**src/rtl/sha_msg_feeder.sv**
```systemverilog
// Gathers a message from a valid/ready source into blocks of up to BLOCK_WORDS
// words, streams each block to the hash core and captures the final digest.
//
// state     | meaning
// ----------+------------------------------------------------------------
// IDLE      | waiting for msg_start
// INIT      | pulse sha_init, clear buffer, count and last flag
// FILL      | accept source words into the block buffer
// START     | request a block once the core is free
// SEND      | stream buffered words to the core
// WAIT_HASH | wait for the core digest of the final block
module sha_msg_feeder #(
    parameter int BLOCK_WORDS = 18
) (
    input  logic         clk,
    input  logic         reset,
    input  logic         msg_start,
    input  logic [31:0]  s_word,
    input  logic         s_valid,
    input  logic         s_last,
    output logic         s_ready,
    output logic         sha_init,
    output logic         mode_block,
    output logic         start_block,
    output logic [31:0]  block_word,
    output logic         block_word_valid,
    output logic         block_last,
    output logic [5:0]   words_in_block,
    input  logic         core_busy,
    input  logic         core_buffer_full,
    input  logic [511:0] core_out,
    input  logic         core_out_ready,
    output logic [511:0] digest,
    output logic         digest_valid,
    output logic         active
);

    localparam int IW = (BLOCK_WORDS > 1) ? $clog2(BLOCK_WORDS) : 1;
    localparam logic [5:0] FULL_COUNT = 6'(BLOCK_WORDS);

    typedef enum logic [2:0] {
        IDLE      = 3'd0,
        INIT      = 3'd1,
        FILL      = 3'd2,
        START     = 3'd3,
        SEND      = 3'd4,
        WAIT_HASH = 3'd5
    } state_t;

    state_t         state;
    state_t         state_next;

    logic [31:0]    buffer [BLOCK_WORDS];
    logic [5:0]     count;
    logic [IW-1:0]  rd_ptr;
    logic           last_flag;
    logic [511:0]   digest_q;
    logic           digest_valid_q;

    logic           handshake;
    logic           consume;
    logic           final_word;

    assign active           = (state != IDLE);
    assign mode_block       = active;
    assign block_last       = last_flag;
    assign words_in_block   = count;
    assign digest           = digest_q;
    assign digest_valid     = digest_valid_q;

    assign handshake  = s_valid && s_ready;
    // The core only takes a word once it has gone busy after start_block.
    assign consume    = block_word_valid && core_busy && !core_buffer_full;
    assign final_word = (6'(rd_ptr) == (count - 6'd1));

    always_ff @(posedge clk) begin
        if (reset) begin
            state <= IDLE;
        end else begin
            state <= state_next;
        end
    end

    always_comb begin
        state_next = state;
        case (state)
            IDLE: begin
                if (msg_start) begin
                    state_next = INIT;
                end
            end
            INIT: begin
                state_next = FILL;
            end
            FILL: begin
                if ((count == FULL_COUNT) || last_flag) begin
                    state_next = START;
                end
            end
            START: begin
                if (!core_busy && !core_buffer_full) begin
                    state_next = SEND;
                end
            end
            SEND: begin
                if (consume && final_word) begin
                    state_next = last_flag ? WAIT_HASH : FILL;
                end
            end
            WAIT_HASH: begin
                if (core_out_ready) begin
                    state_next = IDLE;
                end
            end
            default: begin
                state_next = IDLE;
            end
        endcase
    end

    always_comb begin
        s_ready          = 1'b0;
        sha_init         = 1'b0;
        start_block      = 1'b0;
        block_word       = '0;
        block_word_valid = 1'b0;
        case (state)
            INIT: begin
                sha_init = 1'b1;
            end
            FILL: begin
                s_ready = (count < FULL_COUNT) && !last_flag;
            end
            START: begin
                start_block = !core_busy && !core_buffer_full;
            end
            SEND: begin
                block_word       = buffer[rd_ptr];
                block_word_valid = 1'b1;
            end
            default: begin
            end
        endcase
    end

    always_ff @(posedge clk) begin
        if (state == INIT) begin
            for (int i = 0; i < BLOCK_WORDS; i++) begin
                buffer[i] <= '0;
            end
        end else if (handshake) begin
            buffer[count[IW-1:0]] <= s_word;
        end
    end

    always_ff @(posedge clk) begin
        if (reset) begin
            count          <= '0;
            rd_ptr         <= '0;
            last_flag      <= 1'b0;
            digest_q       <= '0;
            digest_valid_q <= 1'b0;
        end else begin
            digest_valid_q <= 1'b0;
            case (state)
                INIT: begin
                    count     <= '0;
                    rd_ptr    <= '0;
                    last_flag <= 1'b0;
                end
                FILL: begin
                    if (handshake) begin
                        count <= count + 6'd1;
                        if (s_last) begin
                            last_flag <= 1'b1;
                        end
                    end
                end
                SEND: begin
                    if (consume) begin
                        if (final_word) begin
                            // Count and flag stay visible through WAIT_HASH on the final block.
                            if (!last_flag) begin
                                count  <= '0;
                                rd_ptr <= '0;
                            end
                        end else begin
                            rd_ptr <= rd_ptr + IW'(1);
                        end
                    end
                end
                WAIT_HASH: begin
                    if (core_out_ready) begin
                        digest_q       <= core_out;
                        digest_valid_q <= 1'b1;
                    end
                end
                default: begin
                end
            endcase
        end
    end

endmodule

```
**config.mk**
```make
export PLATFORM = sky130hd
export DESIGN_NAME = sha_msg_feeder
export DESIGN_NICKNAME = d
export VERILOG_FILES = /design/src/rtl/sha_msg_feeder.sv
export SDC_FILE = /design/constraint.sdc
export NUM_CORES = 2
export LEC_CHECK = 0
export ABC_AREA = 1
export CAP_MARGIN = 20
export CORE_AREA = 2 2 436 438
export DETAILED_ROUTE_END_ITERATION = 6
export DIE_AREA = 0 0 438 440
export SKIP_CTS_REPAIR_TIMING = 1
export SYNTH_ARGS = -nofsm -noshare
export SYNTH_HDL_FRONTEND = slang
export SYNTH_SLANG_ARGS = --single-unit
```
**constraint.sdc**
```tcl
create_clock -name clk -period 8.05 [get_ports clk]
set_clock_uncertainty 0.15 [all_clocks]
set_input_delay 1.61 -clock clk [delete_from_list [all_inputs] [get_ports clk]]
set_output_delay 1.61 -clock clk [all_outputs]
set_load 0.01 [all_outputs]
```
==> impl_metrics.sql <==
INSERT INTO impl_metrics (metric_group, metric, value, unit) VALUES
('synthesis', 'synth_sequential_area_ratio', '66.2', '%'),
('place', 'numPortBuffers', '1109', ''),
('global_routing', 'grt_max_degree', '202', ''),
('synthesis', 'multiplexer_fraction_of_the_synthesized_cell_area', '0', '%'),
('min_path', 'hold_path_end', 'digest[350]$_SDFFE_PP0P_', ''),
('die', 'fp_rows', '160', ''),
('clock_network', 'cts.htree.levels', '4', ''),
('power', 'leak_pwr', '0.0281', 'µW'),
('critical_path', 'reg2regPathDepth', '10', ''),
('sta', 'min_period', '6.44', 'ns'),
('synthesis', 'synth-xor-area-share', '0.112', '%'),
('critical_path', 'timing.rr.start', 'words_in_block[2]$_SDFFE_PP0P_', ''),
('critical_path', 'criticalPathCategory', 'register to output pin', ''),
('clock_network', 'clkSinkCount', '1557', ''),
('critical_path', 'most_common_cell_type_on_the_critical_path', 'sky130_fd_sc_hd__nor2_1', ''),
('sta', 'whs', '0.308', 'ns'),
('detailed_routing', 'post-route-drc-count', '0', ''),
('min_path', 'min-delay-path-class', 'register to register', ''),
('place', 'final_gp_congestion', '1.02', ''),
('critical_path', 'timing.critical_path.required', '6.29', 'ns'),
('sta', 'report.final.setup_viol', '0', ''),
('clock_network', 'cts-root-to-sink-buffers', '3', ''),
('detailed_routing', 'detailedRoute.firstIterationViolations', '5560', ''),
('critical_path', 'timing.critical_path.slowest_stage_cell', 'sky130_fd_sc_hd__inv_8', ''),
('sta', 'final.setup.tns', '0', 'ns'),
('min_path', 'timing.hold.worst.start', 'digest[350]$_SDFFE_PP0P_', ''),
('die', 'start_util', '33.2', '%'),
('sta', 'post-route-period-util', '80.0', '%'),
('critical_path', 'worstPathCellList', 'inv_8 > buf_12 > o21ai_0 > o22ai_1 > nor2_1 > nor2_1 > o21ai_0 > nand3_1 > nand2_1 > nor2_1 > clkdlybuf4s50_1', ''),
('final_layout', 'layout-drive-gt1-share', '5.55', '%'),
('global_routing', 'antenna_violations_before_repair', '125', ''),
('global_routing', 'number_of_global_route_vias_before_repair', '49856', ''),
('status', 'run_status', 'completed', ''),
('synthesis', 'post_synth_fa_ha_maj_area_fraction', '0.0800', '%'),
('global_routing', 'grt_first_pass_wirelength', '424000', 'µm'),
('synthesis', 'synth.yosys.warnings', '0', ''),
('clock_network', 'tritoncts', 'built', ''),
('sta', 'worst_pin_slew', '1.15', 'ns'),
('synthesis', 'synth_compound_area_share', '12.1', '%'),
('power', 'power_per_cell_area', '269', 'nW/µm²'),
('synthesis', 'synth_top_family_by_area', 'simple AND/OR/NAND/NOR gates', ''),
('critical_path', 'r2r_setup_slack', '3.92', 'ns'),
('clock_network', 'cts_root_buf', 'sky130_fd_sc_hd__clkbuf_16', ''),
('detailed_routing', 'via_per_inst', '5.24', ''),
('final_layout', 'multi_input_comb_area', '20100', 'µm²'),
('min_path', 'min_delay_path_depth', '2', ''),
('synthesis', 'asyncSetResetFlopFracSynth', '0', '%'),
('power', 'vdd_drop_max', '0.183', 'mV'),
('detailed_routing', 'routed_wire_length', '318000', 'µm'),
('final_layout', 'finish.instance_area', '82800', 'µm²'),
('synthesis', 'synth_simple_gate_area_share', '17.0', '%'),
('sta', 'fmax', '155', 'MHz'),
('final_layout', 'fillerInstances', '18180', ''),
('sta', 'postLayoutSetupSlackWorst', '1.61', 'ns'),
('synthesis', 'synth_ff_type', 'sky130_fd_sc_hd__edfxtp_1', ''),
('detailed_routing', 'route.antenna.remaining_nets', '0', ''),
('die', 'coreArea', '189000', 'µm²'),
('place', 'pre_cts_slack', '2.51', 'ns'),
('synthesis', 'netlist_area_before_placement', '62600', 'µm²'),
('synthesis', 'synth_cells', '6127', ''),
('critical_path', 'crit_path_end_kind', 'output pin', ''),
('sta', 'setup_repair_after_global_routing_missed_its_margin', 'false', ''),
('final_layout', 'seqCellArea', '41400', 'µm²'),
('sta', 'finalMaxSlewViolations', '0', ''),
('run', 'drv.max_cap_violation_count', '0', ''),
('critical_path', 'startpoint_type', 'register', ''),
('detailed_routing', 'post_dr_wirelength_cell', '31.4', 'µm'),
('synthesis', 'synth.top_cell.area_share', '49.1', '%'),
('detailed_routing', 'first_pass_iteration_count_of_the_detailed_router', '6', ''),
('critical_path', 'cp_data_arrival_time', '4.68', 'ns'),
('synthesis', 'yosys.cell_types.count', '41', '');
[worst max path at each step]
stage,startpoint,to,slack (ns)
after floorplan,s_valid,buffer[13][0]$_SDFFCE_PN0P_,4.28
after global placement,register,block_word[7],2.51
after detailed placement,register,block_word[10],2.51
after CTS,register,block_word[12],1.60
after global routing,register,block_word[12],1.29
final,register,block_word[12],1.61
[cells by family (layout without fill, tap and decap cells)]
| group | count (synthesis) | after routing |
|---|---|---|
| flops | 1557 | 1557 |
| other cells | 1 | 489 |
| xor+xnor | 8 | 8 |
| buf+inv | 654 | 1634 |
| compound gates | 1347 | 1347 |
| simple gates | 2556 | 2556 |
| fa+ha+maj | 4 | 4 |
[critical path: cells and delay by family (launching register included)]
family | cells | cell delay (ns)
DFF | 1 | 0.59
buffers and inverters | 3 | 1.89
AOI/OAI and AO/OA | 3 | 0.48
and+or+nand+nor | 5 | 0.56
[cell usage after synthesis (4+ instances only)]
cell type,count
sky130_fd_sc_hd__buf_2,44
sky130_fd_sc_hd__buf_1,21
sky130_fd_sc_hd__o221ai_1,200
sky130_fd_sc_hd__nor2_2,33
sky130_fd_sc_hd__ha_1,4
sky130_fd_sc_hd__buf_6,34
sky130_fd_sc_hd__nand3_1,664
sky130_fd_sc_hd__nand2_1,661
sky130_fd_sc_hd__o21ai_0,546
sky130_fd_sc_hd__clkbuf_1,440
sky130_fd_sc_hd__dfxtp_1,533
sky130_fd_sc_hd__edfxtp_1,1024
sky130_fd_sc_hd__nand2_2,14
sky130_fd_sc_hd__xor2_1,5
sky130_fd_sc_hd__o22ai_1,41
sky130_fd_sc_hd__nand4_1,4
sky130_fd_sc_hd__inv_1,109
sky130_fd_sc_hd__nor3_1,4
sky130_fd_sc_hd__nor2_1,1164
sky130_fd_sc_hd__a21oi_1,550
[power breakdown]
part           internal (µW)  switching [µW]  total (µW)
Clock                   4510            3460        7970
Sequential              9760             379       10100
Combinational           1240            2920        4160
[area by class of cell]
class                      count  area share [%]
tap                         2511            3.79
antenna                       41           0.124
clock buffer                 226            5.75
inverter                     112           0.533
clock inverter                96            1.05
multi-input combinational   4363            24.2
timing repair buffer        1200            14.5
sequential                  1557            50.0
[layer usage]
metal | global-route usage (%) | share of wire [%] | vias to the layer above
li1 | - | - | 23717
met2 | 50.7 | 46 | 2403
met3 | 10.2 | 9.3 | 564
met4 | 13.5 | 4.9 | 86
met1 | 39.9 | 39 | 26196
met5 | 0 | 0.18 | -
[through the flow]
step	std cells	util, %
after CTS	10059	43.8
after global placement	9737	40.8
after detailed placement	9737	40.8
final	10106	43.9
after floorplan	6574	-
after global routing	10077	43.9
[state kept, by name, indices dropped and copies added, names as in the netlist, named ones only]
name and flops:
state 3, block_last 1, digest_valid 1, digest 512, rd_ptr 5, words_in_block 6
buffer 1024
(Power assumes the default switching activity.)
